<file path="src/rtl/timer_peripheral_pkg.sv">
// Shared register map and bit positions for the memory-mapped down-counting timer.
package timer_peripheral_pkg;

    // Word offsets inside the 0x1100-0x11ff window (low address byte).
    localparam int unsigned TMR_CTRL     = 32'h00;
    localparam int unsigned TMR_PRESCALE = 32'h01;
    localparam int unsigned TMR_RELOAD   = 32'h02;
    localparam int unsigned TMR_COUNT    = 32'h03;
    localparam int unsigned TMR_STATUS   = 32'h04;

    // CTRL bit positions.
    localparam int unsigned CTRL_EN          = 0;
    localparam int unsigned CTRL_AUTO_RELOAD = 1;
    localparam int unsigned CTRL_IRQ_EN      = 2;

    // STATUS bit positions.
    localparam int unsigned STATUS_EXPIRED = 0;

endpackage

</file>
<file path="src/rtl/timer_peripheral_prescaler.sv">
// Prescaler: emits a one-cycle tick every prescale+1 clocks while enabled.
module timer_prescaler
    import timer_peripheral_pkg::*;
#(
    parameter int BITS = 16
) (
    input  logic            clk,
    input  logic            rst,
    input  logic            enable,
    input  logic [BITS-1:0] prescale,
    input  logic            clear,
    output logic            tick
);

    logic [BITS-1:0] pcnt;

    assign tick = enable && (pcnt == prescale);

    // Count up to prescale, wrap on tick; held at 0 while disabled or cleared.
    always_ff @(posedge clk or posedge rst) begin
        if (rst) begin
            pcnt <= '0;
        end else if (!enable || clear || tick) begin
            pcnt <= '0;
        end else begin
            pcnt <= pcnt + {{(BITS-1){1'b0}}, 1'b1};
        end
    end

endmodule

</file>
<file path="src/rtl/timer_peripheral.sv">
// Memory-mapped 16-bit down-counting timer with prescaler, sticky expiry flag and level IRQ.
module timer_peripheral
    import timer_peripheral_pkg::*;
#(
    parameter int BITS      = 16,
    parameter int ADDR_BITS = 8
) (
    input  logic                 CLK,
    input  logic                 RST,
    input  logic [ADDR_BITS-1:0] ADDRESS,
    input  logic [BITS-1:0]      DATA_IN,
    output logic [BITS-1:0]      DATA_OUT,
    input  logic                 WRb,
    output logic                 IRQ
);

    logic            en;
    logic            auto_reload;
    logic            irq_en;
    logic [BITS-1:0] prescale;
    logic [BITS-1:0] reload;
    logic [BITS-1:0] count;
    logic            expired;

    logic            wr_ctrl;
    logic            wr_prescale;
    logic            wr_reload;
    logic            wr_count;
    logic            wr_status;
    logic            tick;
    logic            expire;
    logic [BITS-1:0] rd_data;

    assign wr_ctrl     = !WRb && (ADDRESS == ADDR_BITS'(TMR_CTRL));
    assign wr_prescale = !WRb && (ADDRESS == ADDR_BITS'(TMR_PRESCALE));
    assign wr_reload   = !WRb && (ADDRESS == ADDR_BITS'(TMR_RELOAD));
    assign wr_count    = !WRb && (ADDRESS == ADDR_BITS'(TMR_COUNT));
    assign wr_status   = !WRb && (ADDRESS == ADDR_BITS'(TMR_STATUS));

    // A COUNT write restarts the prescale period as well as a PRESCALE write.
    timer_prescaler #(
        .BITS(BITS)
    ) u_prescaler (
        .clk      (CLK),
        .rst      (RST),
        .enable   (en),
        .prescale (prescale),
        .clear    (wr_prescale || wr_count),
        .tick     (tick)
    );

    assign expire = tick && (count == '0);

    // CTRL: CPU write wins over the one-shot clear of EN.
    always_ff @(posedge CLK or posedge RST) begin
        if (RST) begin
            en          <= 1'b0;
            auto_reload <= 1'b0;
            irq_en      <= 1'b0;
        end else if (wr_ctrl) begin
            en          <= DATA_IN[CTRL_EN];
            auto_reload <= DATA_IN[CTRL_AUTO_RELOAD];
            irq_en      <= DATA_IN[CTRL_IRQ_EN];
        end else if (expire && !auto_reload) begin
            en          <= 1'b0;
        end
    end

    // PRESCALE and RELOAD are plain CPU-written registers.
    always_ff @(posedge CLK or posedge RST) begin
        if (RST) begin
            prescale <= '0;
            reload   <= '0;
        end else begin
            if (wr_prescale) prescale <= DATA_IN;
            if (wr_reload)   reload   <= DATA_IN;
        end
    end

    // COUNT: CPU write beats decrement/reload; stops at 0 in one-shot mode.
    always_ff @(posedge CLK or posedge RST) begin
        if (RST) begin
            count <= '0;
        end else if (wr_count) begin
            count <= DATA_IN;
        end else if (tick) begin
            if (count != '0) begin
                count <= count - {{(BITS-1){1'b0}}, 1'b1};
            end else if (auto_reload) begin
                count <= reload;
            end
        end
    end

    // EXPIRED is sticky; a new expiry wins over a write-1-to-clear.
    always_ff @(posedge CLK or posedge RST) begin
        if (RST) begin
            expired <= 1'b0;
        end else if (expire) begin
            expired <= 1'b1;
        end else if (wr_status && DATA_IN[STATUS_EXPIRED]) begin
            expired <= 1'b0;
        end
    end

    // Read mux over pre-update register state; unmapped offsets read 0.
    always_comb begin
        rd_data = '0;
        case (ADDRESS)
            ADDR_BITS'(TMR_CTRL): begin
                rd_data[CTRL_EN]          = en;
                rd_data[CTRL_AUTO_RELOAD] = auto_reload;
                rd_data[CTRL_IRQ_EN]      = irq_en;
            end
            ADDR_BITS'(TMR_PRESCALE): rd_data = prescale;
            ADDR_BITS'(TMR_RELOAD):   rd_data = reload;
            ADDR_BITS'(TMR_COUNT):    rd_data = count;
            ADDR_BITS'(TMR_STATUS):   rd_data[STATUS_EXPIRED] = expired;
            default:                  rd_data = '0;
        endcase
    end

    // Registered read data, one cycle latency like a synchronous RAM.
    always_ff @(posedge CLK or posedge RST) begin
        if (RST) begin
            DATA_OUT <= '0;
        end else begin
            DATA_OUT <= rd_data;
        end
    end

    assign IRQ = expired && irq_en;

endmodule

</file>
<file path="config.mk">
export PLATFORM = sky130hd
export DESIGN_NAME = timer_peripheral
export DESIGN_NICKNAME = d
export VERILOG_FILES = /design/src/rtl/timer_peripheral_pkg.sv /design/src/rtl/timer_peripheral_prescaler.sv /design/src/rtl/timer_peripheral.sv
export SDC_FILE = /design/constraint.sdc
export NUM_CORES = 1
export LEC_CHECK = 0
export ABC_CLOCK_PERIOD_IN_PS = 3450
export CORE_MARGIN = 2
export CORE_UTILIZATION = 59
export CTS_BUF_LIST = sky130_fd_sc_hd__clkbuf_4
export CTS_CLUSTER_SIZE = 8
export DETAILED_ROUTE_END_ITERATION = 6
export PLACE_DENSITY = 0.91
export SYNTH_ARGS = -nofsm -noshare
export SYNTH_HDL_FRONTEND = slang
export SYNTH_SLANG_ARGS = --single-unit
</file>
<file path="constraint.sdc">
create_clock -name CLK -period 3.45 [get_ports CLK]
set_input_delay 0.69 -clock CLK [delete_from_list [all_inputs] [get_ports CLK]]
set_output_delay 0.69 -clock CLK [all_outputs]
set_load 0.01 [all_outputs]
</file>
Word level (Yosys, flattened, before mapping)
Cells that the tools add are included.
- add/sub/neg operators: 2
- equality and inequality tests: 5
- multiplexer cells: 12
- reduce and logical (&&, ||, !) cells: 24
- operators by type and width (operator ; number):
    two-way mux 16 bit ; 5
    one-hot mux 13 bit (3 select lines) ; 1
    adder 16 x 1 -> 16 bit (second input constant) ; 1
    == test 16 bit ; 1
    == test 8 x 2 -> 1 bit (second input constant) ; 2
    zero test 16 bit ; 1
    nonzero test 16 bit ; 1
    subtractor 16 x 1 -> 16 bit (second input constant) ; 1
    logical AND 1 bit ; 10
    == test 8 x 1 -> 1 bit (second input constant) ; 1
    == test 8 x 3 -> 1 bit (second input constant) ; 1
    zero test 8 bit ; 1
    one-hot mux 2 bit (4 select lines) ; 1
    nonzero test 2 bit ; 3
    one-hot mux 1 bit (5 select lines) ; 1
    two-way mux 1 bit ; 4
    zero test 1 bit ; 3
    logical OR 1 bit ; 3
    nonzero test 3 bit ; 1
    AND reduction 2 bit ; 1
- register bits after elaboration: 84
- input port bits: 27

Depth between registers and ports, before layout
Gate-level depths: netlist of the first run.
- depth after elaboration: 6
- depth in mapped cells: 8
- depth with buffers taken out: 7

Modules after synthesis
Synthesis of the first run repeated with hierarchy kept, for this count alone.
- cell total of the unflattened synthesis: 422
- area total of the unflattened synthesis: 4533.1 sq um
- modules (own cells, without submodules) (module ; instances ; cells each ; area each (sq um) ; sequential area each (sq um)):
    timer_peripheral ; 1 ; 323 ; 3589.7 ; 1701.6
    timer_prescaler ; 1 ; 99 ; 943.4 ; 400.4

Worst setup path after synthesis of the first run
Ideal clock, no wire load.
- path kind: input to register
- from: input ADDRESS[5]
- to: register prescale[0]
- arrival: 2393 ps
- path slack: 930 ps
- stages: 7
- path through: or4_4 -> nor4_4 -> nand2_1 -> or2_1 -> buf_2 -> buf_2 -> mux2_1
- longest elaborated chain between the ends: 2
- RTL lines (item ; line ; RTL):
    from (decl) ; timer_peripheral.sv:10 ; input logic [ADDR_BITS-1:0] ADDRESS,
    == test 8 x 1 -> 1 bit ; timer_peripheral.sv:35 ; assign wr_prescale = !WRb && (ADDRESS == ADDR_BITS'(TMR_PRESCALE));
    logical AND 1 bit ; timer_peripheral.sv:35 ;
    to (signal assigned) ; timer_peripheral.sv:72 ; prescale <= '0;
    to (signal assigned) ; timer_peripheral.sv:75 ; if (wr_prescale) prescale <= DATA_IN;
    to (decl) ; timer_peripheral.sv:20 ; logic [BITS-1:0] prescale;
No other way between the ends.
A chain may end at the register's enable or synchronous reset.

Final worst setup path of the first run
- from: register count[7]
- to: register count[13]
- longest elaborated chain between the ends: 4
- RTL lines (item ; line ; RTL):
    from (decl) ; timer_peripheral.sv:22 ; logic [BITS-1:0] count;
    from (signal assigned) ; timer_peripheral.sv:88 ; count <= count - {{(BITS-1){1'b0}}, 1'b1};
    from (signal assigned) ; timer_peripheral.sv:90 ; count <= reload;
    subtractor 16 x 1 -> 16 bit or nonzero test 16 bit (tied branches) ; timer_peripheral.sv:88, timer_peripheral.sv:87 ;
    two-way mux 16 bit ; timer_peripheral.sv:87 ; if (count != '0) begin
    two-way mux 16 bit ; timer_peripheral.sv:86 ; end else if (tick) begin
    two-way mux 16 bit ; timer_peripheral.sv:84 ; end else if (wr_count) begin
Parallel ways exist; a longest one is shown, timed or not. The select of a mux whose other input is x is not followed.

==> results of run 1 <==
## cell families after synthesis
group                    after synthesis  synth area share (%)
buffers and inverters                 25                  2.42
adder cells (fa/ha/maj)                3                 0.844
AO/OA/AOI/OAI                         21                  3.35
flip-flops                            84                  47.3
multiplexers                          99                  24.5
XOR/XNOR                              43                  8.47
AND/OR/NAND/NOR                      107                  13.2
## worst max-delay path: stages (launching register included)
cell,delay [ns]
dfrtp_1,0.47
nor3_1,0.57
nand4_1,0.30
or3_1,0.65
buf_4,0.30
mux2i_1,0.22
mux2i_1,0.11
## how the worst max path moves through the flow
stage / endpoint / depth (start not counted)
after detailed placement: prescale[10] / 6
final: count[13] / 6
after global routing: count[13] / 6
after floorplan: DATA_OUT[0] / 1
after global placement: prescale[6] / 6
after CTS: prescale[15] / 6
## per-stage QoR
| stage | area, um2 | hold WS, ns | util, % |
|---|---|---|---|
| floorplan | 4450 | 0.464 | - |
| global placement | 5030 | 0.480 | 69.0 |
| detailed placement | 5030 | 0.492 | 69.0 |
| CTS | 5150 | 0.518 | 70.7 |
| global route | 5150 | 0.550 | 70.7 |
| finish | 5150 | 0.518 | 70.7 |
## layer usage
layer  vias up  global-route usage (%)
li1       1471                       -
met3        25                    4.01
met5         -                       0
met4         0                    11.6
met2       160                    44.0
met1      1587                    36.6
## layout by cell type (no fill, tap or decap), types with 13 or more instances in the layout
cell type | netlist | layout
a22oi_1 | 13 | 13
xor2_1 | 23 | 23
mux2_1 | 25 | 25
clkdlybuf4s50_1 | 0 | 43
buf_4 | 0 | 13
mux2_2 | 22 | 22
dfrtp_1 | 84 | 84
mux2i_1 | 49 | 49
xnor2_1 | 20 | 20
nor2_1 | 39 | 39
## state kept, by name (all words and copies together) (netlist names)
name	count
DATA_OUT	16
expired	1
u_prescaler.pcnt	16
irq_en	1
en	1
reload	16
auto_reload	1
prescale	16
count	16
## power groups by stage
stage,combinational (mW),clock [mW],sequential (mW)
floorplan,0.816,0,1.21
global placement,1.02,0,1.24
detailed placement,1.08,0,1.25
CTS,1.09,0.544,1.23
global route,1.19,0.595,1.26
finish,1.10,0.540,1.24
## cell type report
| cell class | instances | share of cell area, % |
|---|---|---|
| clock inverter | 4 | 0.801 |
| timing repair buffer | 56 | 10.2 |
| inverter | 10 | 0.753 |
| clock buffer | 11 | 1.60 |
| multi-input combinational | 273 | 43.4 |
| sequential | 84 | 40.8 |
| tap | 99 | 2.40 |
==> flow_summary.yaml, run 1 <==
global_routing:
  first_global_vias: 3315
  grt_pass1_wl_um: 17400
  antenna_found_initial: 0
  grt_overflow: 0
  track_usage_pct: 27.1
  grt_max_degree: 35
timing:
  maxSlewViolCount: 0
  setup-tns-final_ns: 0
  tightest_slew_ns: 1.17
  final-setup-viol-count: 0
  slew_headroom_pct: 21.3
  timing.final.ws_setup_ns: 0.728
  rsz0062_at_grt: "false"
  layout_min_cycle_time_ns: 2.72
  post-route-period-util_pct: 78.9
  finalHoldViolations: 0
  fin_worst_skew_ns: 0.0183
  clock.fmax_ghz: 0.367
routing:
  top_layer: "met4"
  num_vias: 3243
  drt_wl_total_um: 10500
  dr.pass1.iters: 5
  routedLengthMet1_um: 4430
  route.met3.wl_um: 643
  ant_nets: 0
  met2_length_um: 5170
  avgRoutedWirePerCell_um: 19.6
  initialDrtViolationCount: 274
  drc: 0
  routed_via_density: 6.04
synthesis:
  synth.avg_cell_area_um2: 11.6
  netlist_top_cells_area: "dfrtp_1 47%, mux2i_1 11%, mux2_1 6.3%"
  synth_seq_cells: 84
  post-synth-top-area-cell: "dfrtp_1"
  syn_area_um2: 4450
  synth.distinct_cells: 39
  synthMostInstantiatedCell: "dfrtp_1"
  ys_seq_area_share_pct: 47.3
  ys_warn_count: 0
  synth_ff_type: "dfrtp_1"
  postSynthCellCount: 382
  synth_common_cells: "84 x dfrtp_1, 49 x mux2i_1, 39 x nor2_1"
  synth_nets: 412
  yosysTopAreaCellShare_pct: 47.3
  async_reset_ff_share_pct: 100
  synth-edff-count: 0
floorplanning:
  io_pins: 44
  die_w_um: 90.8
  std_cell_rows: 31
  core-area_um2: 7290
  fp.dieH_um: 90.8
  initial_core_util_pct: 61.0
  dieArea_um2: 8250
final_layout:
  area_growth_pct: 15.9
  fillers: 538
  instances_no_fill: 537
  diodes: 0
  drive_above_1_share_pct: 13.0
  multi_input_area_um2: 2240
  regArea_um2: 2100
  fin_nets: 464
cts:
  postCtsResizedCells: 0
  clk_path_buf_depth: 2
  cts_tree: "done"
  clock-sinks: 84
  htreeDepth: 3
  cts_buffers: 9
  insertion_delay_ns: 0.43
  cts.clk_slew.worst_paths_ns: 0.13
  post_cts_buffers: 0
  cts_root_buf: "clkbuf_4"
  hold_buffers: 0
pwr:
  powerDensity_nw_per_um2: 558
  power.total_mw: 2.88
  swShare_pct: 35.9
  seqPwrFrac_pct: 43.1
  clkPwrFrac_pct: 18.8
  p_leak_nw: 2.37
  p_int_mw: 1.84
  net-switching-power_mw: 1.03
  irDropWorstVdd_mv: 0.444
  combPwrFrac_pct: 38.1
placed_design:
  dp_hpwl_um: 7730
  numPortBuffers: 43
  pre_cts_slack_ns: 0.368
  placed_cells: 522
  place_congestion: 0.894
critical_path:
  timing.rr.end: "count[13]"
  worstSetupStartpoint: "count[7]"
  worstSetupPathType: "reg -> reg"
  ff2ff_setup_slack_ns: 0.73
  required_ns: 3.77
  startpoint_type: "flip-flop"
  cp.arrival_ns: 3.04
  reg2regPathDepth: 6
  path_max_fanout: 9
  cp-end-kind: "flip-flop"
  r2r-start: "count[7]"
worst_hold_path:
  min_from: "expired"
  min_path_type: "reg -> reg"
  min_to: "expired"
  hold_depth: 1
job:
  cap_violations: 0
status:
  status: "finished, final reports clean"
No activity file was read; power rests on OpenSTA's default activity.
==> run 2, diff against run 1 <==
Settings changed: ABC_CLOCK_PERIOD_IN_PS 3450 to 2500, CORE_UTILIZATION 59 to 53, PLACE_DENSITY 0.91 to 0.87.
Clock period 3.45 ns to 2.5 ns, I/O delays scaled along.
==> flow_summary.yaml, run 2 (same netlist as run 1, synthesis figures left out) <==
status:
  status: "finished, final reports clean"
critical_path:
  timing.rr.end: "count[13]"
  path_max_fanout: 16
  max_stage_delay_ns: 0.55
  ff2ff_setup_slack_ns: 0.29
  r2r-start: "count[10]"
  cp-end-kind: "flip-flop"
  startpoint_type: "input port"
  cpMaxStageDelayCell: "or4_4"
  required_ns: 2.81
  worstSetupPathType: "in -> reg"
  crit_chain: "clkdlybuf4s50_1, or4_4, nor4_4, nand2_1, or2_1, buf_12, mux2_1"
  cp.arrival_ns: 2.55
  reg2regPathDepth: 6
global_routing:
  grt_busiest_layer: "met2"
  use_met2_pct: 41.4
  grt_overflow: 0
  grt_max_degree: 85
  grt_util_met3_pct: 3.87
  antenna_found_initial: 0
  track_usage_pct: 25.1
  first_global_vias: 3400
  grt.met1_usage_pct: 33.2
  grt_pass1_wl_um: 17300
final_layout:
  regArea_um2: 2100
  layout_common_cells: "84 x dfrtp_1, 49 x mux2i_1, 43 x clkdlybuf4s50_1, 39 x nor2_1, 25 x mux2_1"
  instances_no_fill: 554
  final_common_cell: "dfrtp_1"
  fillers: 629
  multi_input_area_um2: 2240
  area_growth_pct: 19.1
  drive_above_1_share_pct: 15.4
  diodes: 0
  fin_nets: 474
timing:
  final-setup-viol-count: 0
  fin_worst_skew_ns: 0.0186
  rsz0062_at_grt: "false"
  clock.fmax_ghz: 0.448
  timing.final.ws_setup_ns: 0.267
  layout_min_cycle_time_ns: 2.23
  maxSlewViolCount: 0
  post-route-period-util_pct: 89.3
  finalHoldViolations: 0
  tightest_slew_ns: 0.437
  slew_headroom_pct: 70.6
placed_design:
  placed_cells: 538
  numPortBuffers: 43
  place_congestion: 0.914
  pre_cts_slack_ns: -0.184
  dp_hpwl_um: 7750
routing:
  initialDrtViolationCount: 219
  num_vias: 3253
  dr.pass1.iters: 5
  drc: 0
  ant_nets: 0
  routed_via_density: 5.87
  avgRoutedWirePerCell_um: 19.1
  drt_wl_total_um: 10600
floorplanning:
  dieArea_um2: 9140
  std_cell_rows: 33
  fp.dieH_um: 95.6
  die_w_um: 95.6
  core-area_um2: 8180
  io_pins: 44
  initial_core_util_pct: 54.4
cts:
  hold_buffers: 0
  insertion_delay_ns: 0.43
  cts_tree: "done"
  cts.clk_slew.worst_paths_ns: 0.14
  cts_root_buf: "clkbuf_4"
  cts_buffers: 9
  htreeDepth: 3
  post_cts_buffers: 0
  clk_path_buf_depth: 2
  clock-sinks: 84
  postCtsResizedCells: 0
worst_hold_path:
  min_path_type: "in -> async"
pwr:
  seqPwrFrac_pct: 42.4
  swShare_pct: 35.8
  irDropWorstVdd_mv: 0.515
  p_int_mw: 2.59
  p_leak_nw: 2.43
  net-switching-power_mw: 1.44
  clkPwrFrac_pct: 19.0
  combPwrFrac_pct: 38.6
  powerDensity_nw_per_um2: 762
job:
  cap_violations: 0
==> run 2: cell count changes in the layout (fill, tap and decap cells not counted) <==
cell,delta
buf_12,+4
buf_4,+6
clkbuf_4,-1
clkinv_1,-1
clkinv_2,+1
clkinvlp_4,+2
==> run 2: worst max path at each step <==
stage / startpoint / slack [ns] / endpoint / cells after the start
final: ADDRESS[5] / 0.27 / prescale[3] / 7
after global routing: ADDRESS[5] / 0.15 / prescale[3] / 7
after CTS: ADDRESS[5] / 0.27 / prescale[3] / 7
after detailed placement: ADDRESS[4] / -0.18 / prescale[3] / 7
after global placement: ADDRESS[5] / -0.12 / prescale[5] / 7
after floorplan: ADDRESS[5] / 0.17 / prescale[0] / 7
==> run 2: per-stage QoR <==
| stage | util [%] | area, um2 | hold WS, ns | TNS, ns | power, mW |
|---|---|---|---|---|---|
| after floorplan | - | 4450 | 0.464 | 0 | 2.79 |
| after global placement | 63.2 | 5160 | 0.485 | -3.03 | 3.18 |
| after detailed placement | 63.2 | 5160 | 0.501 | -4.45 | 3.28 |
| after CTS | 64.8 | 5300 | 0.529 | 0 | 4.03 |
| after global routing | 64.8 | 5300 | 0.555 | 0 | 4.25 |
| final | 64.8 | 5300 | 0.502 | 0 | 4.04 |
==> run 2: final cells by class <==
| type | count | share of cell area, % |
|---|---|---|
| Clock buffer | 10 | 1.42 |
| Multi-Input combinational cell | 273 | 42.2 |
| Tap cell | 105 | 2.48 |
| Clock inverter | 6 | 1.04 |
| Sequential cell | 84 | 39.7 |
| Inverter | 10 | 0.780 |
| Timing Repair Buffer | 66 | 12.3 |
==> run 2: power by group through the flow <==
stage               clock (mW)  sequential [mW]  combinational [mW]
global route             0.814             1.74                1.70
finish                   0.767             1.71                1.56
floorplan                    0             1.67                1.13
detailed placement           0             1.73                1.55
global placement             0             1.71                1.47
CTS                      0.769             1.70                1.55
==> run 2: critical path, delay by kind of cell <==
kind / cells / cell delay [ns]
mux: 1 / 0.32
buf+inv: 2 / 0.57
simple gates: 4 / 1.16
==> run 2: per-layer routing <==
layer | share of wire (%) | vias to the layer above
met1 | 43 | 1608
met4 | 3.1 | 0
met3 | 5.7 | 31
met2 | 48 | 127
met5 | 0 | -
li1 | - | 1487
